### src/rtl/ov7670_pixel_capture.sv
// OV7670 capture front end: decodes VSYNC/HREF, pairs bytes into RGB565 and writes {sof, pixel} words to the camera FIFO.
// Build macro TEST_PATTERN_EN adds a test_mode input that substitutes an 8-bar colour pattern for camera data.
module ov7670_pixel_capture #(
    parameter int H_ACTIVE = 640,
    parameter int V_ACTIVE = 480,
    parameter int LINE_W   = 10
) (
    input  logic        clk,
    input  logic        rst_n,
    input  logic        vsync,
    input  logic        href,
    input  logic [7:0]  pixel_data,
    input  logic        capture_en,
    input  logic        clear,
    input  logic        fifo_full,
`ifdef TEST_PATTERN_EN
    input  logic        test_mode,
`endif
    output logic        wr_en,
    output logic [16:0] wr_data,
    output logic        frame_done,
    output logic        overflow,
    output logic        sync_err,
    output logic [7:0]  frame_count
);

    typedef enum logic [1:0] {
        IDLE    = 2'd0,
        CAPTURE = 2'd1,
        DROP    = 2'd2,
        DONE    = 2'd3
    } state_t;

    localparam logic [LINE_W-1:0] H_LIM = LINE_W'(H_ACTIVE);
    localparam logic [LINE_W-1:0] V_LIM = LINE_W'(V_ACTIVE);

    // input register stage and one-cycle history for edge detection
    logic        vsync_r;
    logic        href_r;
    logic [7:0]  data_r;
    logic        vsync_d_r;
    logic        href_d_r;

    // byte pairing stage
    logic        phase_r;
    logic [7:0]  hi_r;
    logic        pix_valid_r;
    logic [15:0] pix_r;
    logic        line_end_r;
    logic        line_odd_r;
    logic        vs_rise_r;
    logic        vs_fall_r;
    logic        href_rise_s;
    logic        href_fall_s;
    logic        byte_phase_s;

    // frame control stage
    state_t            state_r;
    state_t            state_s;
    logic [LINE_W-1:0] line_cnt_r;
    logic [LINE_W-1:0] line_cnt_s;
    logic [LINE_W-1:0] pix_cnt_r;
    logic [LINE_W-1:0] pix_cnt_s;
    logic              sof_pending_r;
    logic              sof_pending_s;
    logic              from_drop_r;
    logic              from_drop_s;
    logic              in_range_s;
    logic              start_s;
    logic              wr_en_s;
    logic [16:0]       wr_data_s;
    logic              frame_done_s;
    logic              ovf_set_s;
    logic              serr_set_s;
    logic [7:0]        frame_count_s;
    logic [15:0]       pix_value_s;

`ifdef TEST_PATTERN_EN
    logic              test_mode_r;

    function automatic logic [15:0] bar_colour(input logic [LINE_W-1:0] col);
        logic [LINE_W-1:0] bar;
        bar = col / LINE_W'(H_ACTIVE / 8);
        case (bar)
            LINE_W'(0): bar_colour = 16'hFFFF;
            LINE_W'(1): bar_colour = 16'hFFE0;
            LINE_W'(2): bar_colour = 16'h07FF;
            LINE_W'(3): bar_colour = 16'h07E0;
            LINE_W'(4): bar_colour = 16'hF81F;
            LINE_W'(5): bar_colour = 16'hF800;
            LINE_W'(6): bar_colour = 16'h001F;
            default:    bar_colour = 16'h0000;
        endcase
    endfunction
`endif

    // Register the raw camera inputs and keep one cycle of history
    always_ff @(posedge clk or negedge rst_n) begin
        if (!rst_n) begin
            vsync_r   <= 1'b0;
            href_r    <= 1'b0;
            data_r    <= 8'h00;
            vsync_d_r <= 1'b0;
            href_d_r  <= 1'b0;
        end else begin
            vsync_r   <= vsync;
            href_r    <= href;
            data_r    <= pixel_data;
            vsync_d_r <= vsync_r;
            href_d_r  <= href_r;
        end
    end

    // Edge detection and the phase of the byte currently in data_r
    always_comb begin
        href_rise_s  = href_r & ~href_d_r;
        href_fall_s  = ~href_r & href_d_r;
        byte_phase_s = href_rise_s ? 1'b0 : phase_r;
    end

    // Pair hi/lo bytes; line and frame events travel alongside the pixel stream
    always_ff @(posedge clk or negedge rst_n) begin
        if (!rst_n) begin
            phase_r     <= 1'b0;
            hi_r        <= 8'h00;
            pix_valid_r <= 1'b0;
            pix_r       <= 16'h0000;
            line_end_r  <= 1'b0;
            line_odd_r  <= 1'b0;
            vs_rise_r   <= 1'b0;
            vs_fall_r   <= 1'b0;
        end else begin
            phase_r     <= href_r ? ~byte_phase_s : phase_r;
            hi_r        <= (href_r && !byte_phase_s) ? data_r : hi_r;
            pix_valid_r <= href_r & byte_phase_s;
            pix_r       <= {hi_r, data_r};
            line_end_r  <= href_fall_s;
            // phase_r still reflects the last byte of the line: 1 means a hi byte was left unpaired
            line_odd_r  <= href_fall_s & phase_r;
            vs_rise_r   <= vsync_r & ~vsync_d_r;
            vs_fall_r   <= ~vsync_r & vsync_d_r;
        end
    end

    // Select camera data or the bar pattern for the pixel being written
    always_comb begin
        pix_value_s = pix_r;
`ifdef TEST_PATTERN_EN
        if (test_mode_r) begin
            pix_value_s = bar_colour(pix_cnt_r);
        end else begin
            pix_value_s = pix_r;
        end
`endif
    end

    // Frame FSM next-state, counters and output decisions
    always_comb begin
        state_s       = state_r;
        line_cnt_s    = line_cnt_r;
        pix_cnt_s     = pix_cnt_r;
        sof_pending_s = sof_pending_r;
        from_drop_s   = from_drop_r;
        wr_en_s       = 1'b0;
        wr_data_s     = wr_data;
        frame_done_s  = 1'b0;
        ovf_set_s     = 1'b0;
        serr_set_s    = 1'b0;
        frame_count_s = frame_count;
        in_range_s    = (pix_cnt_r < H_LIM) && (line_cnt_r < V_LIM);
        start_s       = (state_r == IDLE) && vs_fall_r && capture_en;

        case (state_r)
            IDLE: begin
                if (start_s) begin
                    state_s       = CAPTURE;
                    line_cnt_s    = {LINE_W{1'b0}};
                    pix_cnt_s     = {LINE_W{1'b0}};
                    sof_pending_s = 1'b1;
                    from_drop_s   = 1'b0;
                end else begin
                    state_s = IDLE;
                end
            end
            CAPTURE: begin
                if (pix_valid_r && in_range_s) begin
                    if (fifo_full) begin
                        state_s     = DROP;
                        from_drop_s = 1'b1;
                        ovf_set_s   = 1'b1;
                    end else begin
                        wr_en_s       = 1'b1;
                        wr_data_s     = {sof_pending_r, pix_value_s};
                        sof_pending_s = 1'b0;
                        pix_cnt_s     = pix_cnt_r + LINE_W'(1);
                    end
                end else begin
                    pix_cnt_s = pix_cnt_r;
                end
                if (line_end_r) begin
                    pix_cnt_s  = {LINE_W{1'b0}};
                    line_cnt_s = (line_cnt_r < V_LIM) ? line_cnt_r + LINE_W'(1) : line_cnt_r;
                    serr_set_s = line_odd_r;
                end else begin
                    line_cnt_s = line_cnt_r;
                end
                state_s = vs_rise_r ? DONE : state_s;
            end
            DROP: begin
                state_s = vs_rise_r ? DONE : DROP;
            end
            DONE: begin
                frame_done_s = 1'b1;
                state_s      = IDLE;
                if (!from_drop_r) begin
                    if (line_cnt_r == V_LIM) begin
                        frame_count_s = frame_count + 8'd1;
                    end else begin
                        serr_set_s = 1'b1;
                    end
                end else begin
                    frame_count_s = frame_count;
                end
            end
            default: begin
                state_s = IDLE;
            end
        endcase
    end

    // Frame state, counters and registered outputs; a flag set beats a same-cycle clear
    always_ff @(posedge clk or negedge rst_n) begin
        if (!rst_n) begin
            state_r       <= IDLE;
            line_cnt_r    <= {LINE_W{1'b0}};
            pix_cnt_r     <= {LINE_W{1'b0}};
            sof_pending_r <= 1'b0;
            from_drop_r   <= 1'b0;
            wr_en         <= 1'b0;
            wr_data       <= 17'h00000;
            frame_done    <= 1'b0;
            overflow      <= 1'b0;
            sync_err      <= 1'b0;
            frame_count   <= 8'h00;
        end else begin
            state_r       <= state_s;
            line_cnt_r    <= line_cnt_s;
            pix_cnt_r     <= pix_cnt_s;
            sof_pending_r <= sof_pending_s;
            from_drop_r   <= from_drop_s;
            wr_en         <= wr_en_s;
            wr_data       <= wr_data_s;
            frame_done    <= frame_done_s;
            overflow      <= ovf_set_s | (overflow & ~clear);
            sync_err      <= serr_set_s | (sync_err & ~clear);
            frame_count   <= frame_count_s;
        end
    end

`ifdef TEST_PATTERN_EN
    // Latch the pattern selection once per frame at capture start
    always_ff @(posedge clk or negedge rst_n) begin
        if (!rst_n) begin
            test_mode_r <= 1'b0;
        end else begin
            test_mode_r <= start_s ? test_mode : test_mode_r;
        end
    end
`endif

endmodule

### config.mk
export PLATFORM = sky130hd
export DESIGN_NAME = ov7670_pixel_capture
export DESIGN_NICKNAME = d
export VERILOG_FILES = /design/src/rtl/ov7670_pixel_capture.sv
export SDC_FILE = /design/constraint.sdc
export NUM_CORES = 1
export LEC_CHECK = 0
export ABC_AREA = 1
export BUFFER_PORTS_ARGS = -buffer_cell sky130_fd_sc_hd__buf_2
export CAP_MARGIN = 25
export CORE_UTILIZATION = 50
export DETAILED_ROUTE_END_ITERATION = 8
export GPL_ROUTABILITY_DRIVEN = 0
export MAX_ROUTING_LAYER = met4
export PLACE_DENSITY_LB_ADDON = 0.3
export SLEW_MARGIN = 10
export SYNTH_ARGS = -nofsm -noshare
export SYNTH_HDL_FRONTEND = slang
export SYNTH_SLANG_ARGS = --single-unit
### constraint.sdc
create_clock -name clk -period 4.84 [get_ports clk]
set_input_delay 0.484 -clock clk [delete_from_list [all_inputs] [get_ports clk]]
set_output_delay 0.484 -clock clk [all_outputs]
set_load 0.05 [all_outputs]
==> flow_metrics.env, run 1 <==
export IMPL_synth_area_per_cell_um2=9.566
export IMPL_grt_pass1_vias=2618
export IMPL_first_pass_iters=4
export IMPL_final_period_utilization=0.4826
export IMPL_dp_cells=561
export IMPL_finalPower_mw=2.080
export IMPL_cap_viol_max_count=0
export IMPL_run_status="complete, no violations"
export IMPL_setup_viol=0
export IMPL_htree_levels=3
export IMPL_worstSetupStartpointType="flip-flop"
export IMPL_r2r_slack_ns=2.50
export IMPL_clock_latency_ns=0.37
export IMPL_grt_overflow=0
export IMPL_critPathRequiredTime_ns=5.15
export IMPL_final_core_util=0.5859
export IMPL_synthCells=423
export IMPL_dpl_hpwl_um=4910
export IMPL_place_ws_ns=2.522
export IMPL_worstMarginPinSlew_ns=0.8347
export IMPL_ys_async_sr_fraction=1.000
export IMPL_cts_setup_buffers=0
export IMPL_synth_xor_area_frac=0.02597
export IMPL_core_mm2=0.007767
export IMPL_via_per_inst=4.903
export IMPL_drt_iter0_drc=187
export IMPL_synth_compound_area_share=0.04082
export IMPL_hold_viol=0
export IMPL_path_class="reg2reg"
export IMPL_rsz0062_at_grt="no"
export IMPL_fin_crit_ns=2.336
export IMPL_leakage_nw=2.370
export IMPL_reg2reg_depth=8
export IMPL_clock_sinks=95
export IMPL_grt_total_usage=0.1928
export IMPL_area_delta_synth_final_pct=12.46
export IMPL_arrival_ns=2.65
export IMPL_yosys_area_share_simple=0.2440
export IMPL_ant_nets=0
export IMPL_hold_path_class="in2async"
export IMPL_ys_top_cells_by_count="nand2_1, dfrtp_1, inv_1, nand3_1, nor2_1"
export IMPL_diodes=0
export IMPL_synth_adder_area_share=0.02474
export IMPL_critPathLaunch="state_r[1]$_DFFE_PN0P_"
export IMPL_synth_top_family_by_area="simple AND/OR/NAND/NOR gates"
export IMPL_yosys_top_cells_area="dfrtp_1, nand2_1, nand3_1, inv_1, nand4_1"
export IMPL_ctsHoldBuffers=0
export IMPL_numCtsBuffers=9
export IMPL_die_area_mm2=0.008457
export IMPL_finalClockSkew_ns=0.01524
export IMPL_slew_viol_final=0
export IMPL_cts_resized=0
export IMPL_cts_tree="yes"
export IMPL_fin_ws_ns=2.504
export IMPL_io_pins=44
export IMPL_relSlewSlack=0.4415
export IMPL_ys_warn_count=0
export IMPL_instances_no_fill=577
export IMPL_port_buffers=43
export IMPL_num_rows=32
export IMPL_routed_wl_um=7051
export IMPL_synthMuxAreaShare=0.02226
export IMPL_start_util=0.5209
export IMPL_crit_path_max_fanout=18
export IMPL_antenna_found_initial=0
export IMPL_synth_seq_area_share=0.5875
export IMPL_drive_above_1_share=0.1832
export IMPL_syn_cell_area_mm2=0.004046
export IMPL_clock_path_buffers=2
export IMPL_cts_root_buf="clkbuf_8"
export IMPL_synth_top_area_frac=0.5875
export IMPL_ys_ff_latch=95
export IMPL_synth_most_common_cell="nand2_1"
export IMPL_cp_end_kind="flip-flop"
export IMPL_drc_errors=0
export IMPL_vias=2829
export IMPL_die_w_um=91.96
export IMPL_die_h_um=91.96
export IMPL_cellPowerDensity_mw_per_mm2=457.0
export IMPL_fmax_mhz=428.1
export IMPL_grt_first_pass_wirelength_um=12190
export IMPL_clk_pin_slew_worst_paths_ns=0.11
export IMPL_synth_ff_type="dfrtp_1"
export IMPL_final_nets=493
export IMPL_wl_per_cell_um=12.22
export IMPL_yosys_cell_types_count=30
export IMPL_worst_ir_drop_vdd_mv=0.3244
export IMPL_synth_edf_count=0
export IMPL_grt_max_degree=53
export IMPL_fin_setup_tns_ns=0
export IMPL_r2r_start="state_r[1]$_DFFE_PN0P_"
export IMPL_yosysTopAreaCell="dfrtp_1"
export IMPL_postSynthNetCount=446
export IMPL_nFillCells=682
==> worst paths after layout <==
check / endpoint
setup / recovery: wr_data[6]$_DFFE_PN0P_
hold / removal: line_cnt_r[2]$_DFFE_PN0P_
setup reg to reg: wr_data[6]$_DFFE_PN0P_
hold reg to reg: pix_r[12]$_DFF_PN0_
max in group asynchronous: wr_data[6]$_DFFE_PN0P_
min in group clk: data_r[6]$_DFF_PN0_
==> cell usage in the layout (no fill, tap or decap) <==
cell | Yosys | final
a32o_1 | 1 | 1
o21ai_4 | 1 | 1
a21o_1 | 1 | 1
nand3_2 | 1 | 1
mux2_2 | 8 | 8
nor2_8 | 1 | 1
inv_6 | 0 | 3
clkbuf_8 | 0 | 9
nor2_2 | 3 | 3
a21boi_0 | 1 | 1
nand3_1 | 31 | 31
or2_2 | 3 | 3
a21oi_1 | 2 | 2
dfrtp_1 | 95 | 95
ha_1 | 8 | 8
o21ai_1 | 6 | 6
nand2_2 | 2 | 2
xor2_1 | 10 | 10
o21ai_2 | 3 | 3
o21ai_0 | 7 | 7
clkinv_4 | 0 | 1
nand2_1 | 136 | 136
buf_4 | 0 | 2
inv_2 | 3 | 3
inv_1 | 41 | 41
o21bai_1 | 3 | 3
buf_2 | 3 | 42
clkinv_8 | 0 | 3
nand3b_1 | 3 | 3
nor2_4 | 2 | 2
xnor2_1 | 2 | 2
nand4_1 | 17 | 17
nor2_1 | 24 | 24
==> state kept, by name, summed over array words and instances, names as in the netlist, 2 cells and up <==
name and count:
hi_r 8, line_cnt_r 10, data_r 8, frame_count 8, state_r 2, pix_r 16
wr_data 17, pix_cnt_r 10
==> metrics by stage <==
stage,instance area (µm²),hold WS (ns)
detailed placement,4343,0.3569
global route,4551,0.1097
finish,4551,0.07542
global placement,4343,0.3522
floorplan,4046,0.1884
CTS,4551,0.09134
==> critical path, stage by stage (launching register included) <==
cell	delay, ns
dfrtp_1	0.41
inv_1	0.10
ha_1	0.52
inv_2	0.18
nor2_1	0.19
nand3_2	0.33
inv_2	0.37
nand2_1	0.11
nand2_1	0.07
==> routing by layer <==
layer	wire, µm	part of all wire	GRT usage
met1	3351	0.48	0.2542
met2	3358	0.48	0.2948
met3	257	0.036	0.04561
met4	83	0.012	0.06771
met5	0	0	-
==> cell families (layout without fill, tap and decap cells) <==
kind of cell,after synthesis,in the layout
compound gates,25,25
xor+xnor,12,12
buf+inv,52,104
mux,8,8
simple gates,223,223
flops,95,95
fa+ha+maj,8,8
==> power breakdown <==
group          leakage, nW  internal, mW  switching, mW
sequential            1.22         0.905         0.0752
clock                0.103         0.206          0.316
combinational         1.05         0.143          0.434
total                 2.37          1.25          0.826
==> cell type report <==
| type | count | area [µm²] | share of cell area |
|---|---|---|---|
| clock buffer | 9 | 123.9 | 0.02722 |
| inverter | 44 | 165.2 | 0.03629 |
| tap | 102 | 127.6 | 0.02805 |
| sequential | 95 | 2377 | 0.5224 |
| multi-input combinational | 276 | 1448 | 0.3181 |
| clock inverter | 7 | 83.83 | 0.01842 |
| timing repair buffer | 44 | 225.2 | 0.04949 |
Power figures use the tool's default switching activity.
==> run 2: changes to the inputs <==
==> constraint.sdc (replaced) <==
create_clock -name clk -period 2.35 [get_ports clk]
set_input_delay 0.235 -clock clk [delete_from_list [all_inputs] [get_ports clk]]
set_output_delay 0.235 -clock clk [all_outputs]
set_load 0.05 [all_outputs]
==> run 2 against run 1 <==
Compared with the run above:
- combinational power grew 110%
- critical path depth up 1
- routed wire length rose by 2.5%
- final area up 3.4%
- worst setup slack worse by 2.0 ns
- register-to-register slack lost 2.0 ns
==> flow_metrics.env, run 2 (synthesis gave the netlist of run 1 again) <==
export IMPL_top_register="wr_data"
export IMPL_cts_setup_buffers=0
export IMPL_htree_levels=3
export IMPL_numCtsBuffers=9
export IMPL_cap_viol_max_count=0
export IMPL_hold_path_class="in2reg"
export IMPL_final_common_cell="nand2_1"
export IMPL_place_ws_ns=0.4882
export IMPL_met3_usage=0.04146
export IMPL_holdPathEnd="overflow$_DFF_PN0_"
export IMPL_use_met2=0.3352
export IMPL_drt_iter0_drc=109
export IMPL_first_pass_iters=4
export IMPL_clk_pin_slew_worst_paths_ns=0.10
export IMPL_final_nets=508
export IMPL_slew_viol_final=0
export IMPL_hold_path_depth=4
export IMPL_clock_path_buffers=2
export IMPL_r2r_start="state_r[1]$_DFFE_PN0P_"
export IMPL_die_w_um=91.96
export IMPL_cts_root_buf="clkbuf_8"
export IMPL_diodes=0
export IMPL_antenna_found_initial=0
export IMPL_worstMarginPinSlew_ns=0.5268
export IMPL_reg2reg_depth=9
export IMPL_die_area_mm2=0.008457
export IMPL_wl_per_cell_um=12.20
export IMPL_holdCritStartpoint="clear"
export IMPL_grt_total_usage=0.2039
export IMPL_layout_common_cells="nand2_1, dfrtp_1, buf_2"
export IMPL_dp_cells=565
export IMPL_fmax_mhz=530.5
export IMPL_largest_register_ffs=17
export IMPL_path_class="reg2reg"
export IMPL_num_rows=32
export IMPL_dpl_hpwl_um=4942
export IMPL_critPathLaunch="state_r[1]$_DFFE_PN0P_"
export IMPL_rsz0062_at_grt="no"
export IMPL_fin_ws_ns=0.4650
export IMPL_drc_errors=0
export IMPL_busiest_layer="met2"
export IMPL_run_status="complete, no violations"
export IMPL_grt_pass1_vias=2971
export IMPL_start_util=0.5209
export IMPL_core_mm2=0.007767
export IMPL_final_period_utilization=0.8021
export IMPL_hold_viol=0
export IMPL_fin_setup_tns_ns=0
export IMPL_leakage_nw=2.442
export IMPL_grt_max_degree=43
export IMPL_via_per_inst=4.932
export IMPL_finalClockSkew_ns=0.01523
export IMPL_worst_ir_drop_vdd_mv=0.5867
export IMPL_reg_largest_list="wr_data: 17 flops, pix_r: 16 flops"
export IMPL_io_pins=44
export IMPL_routed_wl_um=7224
export IMPL_fin_crit_ns=1.885
export IMPL_grt_overflow=0
export IMPL_port_buffers=43
export IMPL_worstSetupStartpointType="flip-flop"
export IMPL_ant_nets=0
export IMPL_area_delta_synth_final_pct=16.30
export IMPL_cts_resized=0
export IMPL_clock_latency_ns=0.36
export IMPL_cts_tree="yes"
export IMPL_drive_above_1_share=0.1857
export IMPL_grt_use_met1=0.2561
export IMPL_crit_path_max_fanout=13
export IMPL_die_h_um=91.96
export IMPL_cellPowerDensity_mw_per_mm2=916.5
export IMPL_clock_sinks=95
export IMPL_r2r_end="pix_cnt_r[3]$_DFFE_PN0P_"
export IMPL_critPathRequiredTime_ns=2.60
export IMPL_relSlewSlack=0.6488
export IMPL_grt_first_pass_wirelength_um=13140
export IMPL_cp_end_kind="flip-flop"
export IMPL_instances_no_fill=592
export IMPL_r2r_slack_ns=0.47
export IMPL_vias=2920
export IMPL_arrival_ns=2.13
export IMPL_setup_viol=0
run 2: worst max path at each step:
stage                                      to  depth (start not counted)
floorplan           line_cnt_r[2]$_DFFE_PN0P_                         10
global placement    sof_pending_r$_DFFE_PN0P_                          9
detailed placement  sof_pending_r$_DFFE_PN0P_                          9
CTS                 sof_pending_r$_DFFE_PN0P_                          9
global route        sof_pending_r$_DFFE_PN0P_                          9
finish               pix_cnt_r[3]$_DFFE_PN0P_                          9
run 2: stage by stage:
| step | cell area [µm²] | utilization | power (mW) | hold slack, ns |
|---|---|---|---|---|
| final | 4706 | 0.6058 | 4.313 | 0.1576 |
| after global routing | 4706 | 0.6058 | 4.565 | 0.1589 |
| after CTS | 4706 | 0.6058 | 4.353 | 0.1485 |
| after detailed placement | 4385 | 0.5646 | 3.252 | 0.2607 |
| after global placement | 4385 | 0.5646 | 3.217 | 0.2416 |
| after floorplan | 4046 | - | 2.959 | -0.06059 |
run 2: what timing repair did:
action | CTS | global route
hold endpoints to repair | 48 | 0
hold buffers | 11 | 0
endpoints found under the setup margin | 0 | 0
run 2: per-layer routing:
| metal | vias up | part of all wire |
|---|---|---|
| met2 | 34 | 0.49 |
| li1 | 1465 | - |
| met3 | 5 | 0.026 |
| met4 | 0 | 0.012 |
| met5 | - | 0 |
| met1 | 1416 | 0.47 |
run 2: final cells by class:
class / count / area (µm²)
Timing Repair Buffer: 59 / 377.9
Multi-Input combinational cell: 276 / 1448
Sequential cell: 95 / 2377
Tap cell: 102 / 127.6
Clock inverter: 7 / 86.33
Clock buffer: 9 / 123.9
Inverter: 44 / 165.2
Fill cell: 658 / 3062
run 2: power by group:
part	internal, mW	switching [mW]
combinational	0.319	0.906
clock	0.428	0.656
sequential	1.86	0.140
run 2: critical path, stage by stage, from the launching register on:
cell and delay [ns]:
dfrtp_1 0.41, inv_1 0.11, ha_1 0.29, inv_2 0.12
o21ai_4 0.18, inv_2 0.10, nor2_8 0.17, nand2_2 0.19
nand3_1 0.12, nand2_1 0.08
==> run 3: changes to the inputs <==
--- a/config.mk
+++ b/config.mk
@@ -5,7 +5,7 @@
 export SDC_FILE = /design/constraint.sdc
 export NUM_CORES = 1
 export LEC_CHECK = 0
-export ABC_AREA = 1
+export ABC_AREA = 0
 export BUFFER_PORTS_ARGS = -buffer_cell sky130_fd_sc_hd__buf_2
 export CAP_MARGIN = 25
 export CORE_UTILIZATION = 50
==> constraint.sdc (replaced) <==
create_clock -name clk -period 1.63 [get_ports clk]
set_input_delay 0.163 -clock clk [delete_from_list [all_inputs] [get_ports clk]]
set_output_delay 0.163 -clock clk [all_outputs]
set_load 0.05 [all_outputs]
==> run 3 against run 2 <==
Compared with the run above:
- highest routed layer unchanged
- register-to-register slack got worse by 0.71 ns
- final cell count fell by 11%
- power rose by 48%
- largest cell class unchanged
- global-route usage rose by 3.2 points
- the flow now finishes with violations (negative setup slack)
==> flow_metrics.env, run 3 <==
export IMPL_synth_most_common_cell="dfrtp_1"
export IMPL_crit_path_max_fanout=5
export IMPL_die_area_mm2=0.007816
export IMPL_finalClockSkew_ns=0.01431
export IMPL_postSynthNetCount=310
export IMPL_clock_latency_ns=0.37
export IMPL_setup_viol=41
export IMPL_run_status="finished, violations left"
export IMPL_slowest_delay_ns=0.55
export IMPL_path_delay_family="simple AND/OR/NAND/NOR gates"
export IMPL_synth_top_area_frac=0.6367
export IMPL_grt_overflow=0
export IMPL_synth_edf_count=0
export IMPL_synth_area_per_cell_um2=13.01
export IMPL_place_ws_ns=-0.2505
export IMPL_antenna_found_initial=0
export IMPL_fin_ws_ns=-0.2438
export IMPL_cts_root_buf="clkbuf_8"
export IMPL_top_register="wr_data"
export IMPL_clock_path_buffers=2
export IMPL_syn_cell_area_mm2=0.003734
export IMPL_crit_chain="inv_1 > ha_1 > or3b_4 > or4_4 > nor3_2 > xor2_1"
export IMPL_worstSetupStartpointType="flip-flop"
export IMPL_cap_viol_max_count=0
export IMPL_grt_max_degree=36
export IMPL_drt_iter0_drc=137
export IMPL_yosys_top_cells_area="dfrtp_1, mux2_2, ha_1, nand2_1, nor2_1"
export IMPL_nFillCells=461
export IMPL_clk_pin_slew_worst_paths_ns=0.11
export IMPL_reg_largest_list="wr_data: 17 flops, pix_r: 16 flops"
export IMPL_area_delta_synth_final_pct=45.17
export IMPL_wl_per_cell_um=16.59
export IMPL_slew_viol_final=0
export IMPL_arrival_ns=2.18
export IMPL_critPathRequiredTime_ns=1.94
export IMPL_fin_crit_ns=1.874
export IMPL_grt_pass1_vias=2728
export IMPL_final_common_cell="dfrtp_1"
export IMPL_port_buffers=43
export IMPL_start_util=0.5147
export IMPL_grt_first_pass_wirelength_um=13140
export IMPL_worstMarginPinSlew_ns=0.4193
export IMPL_cts_tree="yes"
export IMPL_ant_nets=0
export IMPL_io_pins=44
export IMPL_finalPower_mw=6.387
export IMPL_cp_buffers_inverters=1
export IMPL_fmax_mhz=533.7
export IMPL_cp_end_kind="flip-flop"
export IMPL_first_pass_iters=4
export IMPL_leakage_nw=2.575
export IMPL_die_w_um=88.41
export IMPL_synth_seq_area_share=0.6367
export IMPL_ys_warn_count=0
export IMPL_synthCells=287
export IMPL_yosysTopAreaCell="dfrtp_1"
export IMPL_worst_ir_drop_vdd_mv=1.053
export IMPL_rsz0062_at_grt="yes"
export IMPL_die_h_um=88.41
export IMPL_violations="negative setup slack"
export IMPL_cellPowerDensity_mw_per_mm2=1178
export IMPL_synth_ff_type="dfrtp_1"
export IMPL_layout_common_cells="dfrtp_1, buf_4, buf_2"
export IMPL_ys_async_sr_fraction=1.000
export IMPL_final_core_util=0.7473
export IMPL_largest_register_ffs=17
export IMPL_slowest_stage="or4_4"
export IMPL_ys_top_cells_by_count="dfrtp_1, mux2_2, nand2_1, nor2_1, inv_1"
export IMPL_numCtsBuffers=9
export IMPL_core_mm2=0.007253
export IMPL_via_per_inst=5.293
export IMPL_num_rows=31
export IMPL_vias=2779
export IMPL_hold_viol=0
export IMPL_clock_sinks=95
export IMPL_diodes=0
export IMPL_htree_levels=3
export IMPL_yosys_cell_types_count=48
export IMPL_dpl_hpwl_um=5097
export IMPL_final_nets=444
export IMPL_final_period_utilization=1.150
export IMPL_path_class="reg2reg"
export IMPL_drive_above_1_share=0.5000
export IMPL_fin_setup_tns_ns=-4.273
export IMPL_grt_total_usage=0.2360
export IMPL_drc_errors=0
export IMPL_ys_ff_latch=95
export IMPL_routed_wl_um=8708
export IMPL_relSlewSlack=0.7205
export IMPL_hold_path_class="in2reg"
-- run 3: cell count changes in the layout (fill, tap and decap cells not counted), sizes merged, moves of 5 or more --
cell	delta
nand3	-26
o21ai	-8
or4	+5
nand4	-13
buf	+69
inv	-34
xor2	-5
mux2	+20
nand2	-116
nor3	+7
nor2	-16
a21oi	+5
-- run 3: cell families after synthesis --
family / count (synthesis) / synth area share
compound gates: 40 / 0.07809
fa+ha+maj: 8 / 0.02681
simple gates: 89 / 0.1330
mux: 29 / 0.08713
buf+inv: 18 / 0.01944
xor+xnor: 8 / 0.01877
flops: 95 / 0.6367
-- run 3: report_power, final --
part           switching [mW]  total [mW]  internal, mW  leakage, nW
sequential              0.154        2.82          2.67         1.22
clock                   0.956        1.56         0.602       0.0975
combinational            1.22        2.01         0.793         1.26
total                    2.33        6.39          4.06         2.57
-- run 3: path summary, 6_finish.rpt --
| check | from | to | slack, ns | cells after the start |
|---|---|---|---|---|
| worst max-delay path | line_cnt_r[0]$_DFFE_PN0P_ | frame_count[7]$_DFFE_PN0P_ | -0.24 | 6 |
| worst min-delay path | clear | overflow$_DFF_PN0_ | 0.06 | 3 |
| worst max register to register | line_cnt_r[0]$_DFFE_PN0P_ | frame_count[7]$_DFFE_PN0P_ | -0.24 | 6 |
| worst min register to register | data_r[7]$_DFF_PN0_ | pix_r[7]$_DFF_PN0_ | 0.38 | 0 |
| max in group asynchronous | rst_n | wr_data[7]$_DFFE_PN0P_ | 0.77 | 3 |
| min in group asynchronous | rst_n | pix_cnt_r[6]$_DFFE_PN0P_ | 0.23 | 2 |
-- run 3: routing by layer --
metal | vias up | part of all wire | routed length (µm) | GRT usage
met4 | 0 | 0.028 | 247 | 0.1041
met3 | 24 | 0.032 | 277 | 0.05597
met2 | 68 | 0.51 | 4425 | 0.3790
met1 | 1387 | 0.43 | 3757 | 0.2847
met5 | - | 0 | 0 | -
li1 | 1300 | - | - | -
-- run 3: metrics by stage --
step,cell area [µm²],hold WS [ns],cells
CTS,5190,0.05761,514
floorplan,3886,-0.1326,287
finish,5420,0.05959,525
detailed placement,4573,0.1023,472
global route,5420,0.06155,525
global placement,4573,0.09327,472
-- run 3: cell type report --
cell class / instances / area, µm² / share of cell area
flip-flops and latches: 95 / 2379 / 0.4388
multi-input cells: 176 / 1640 / 0.3026
repair buffers: 128 / 1035 / 0.1909
clock inverters: 7 / 77.57 / 0.01431
inverters: 11 / 41.29 / 0.007618
well taps: 99 / 123.9 / 0.02285
clock buffers: 9 / 123.9 / 0.02285
-- run 3: what timing repair did --
item | 4_1_cts | 5_1_grt
setup buffers | 13 | 11
endpoints found under the hold margin | 33 | 0
hold buffers | 11 | 0
resized for setup | 30 | 32
cloned | 2 | 0
endpoints found under the setup margin | 44 | 46
pin swaps | 11 | 12
-- run 3: tightest hold or removal path, cell delays in order --
cell and delay (ns):
buf_2 0.08, inv_1 0.05, o2bb2ai_1 0.11
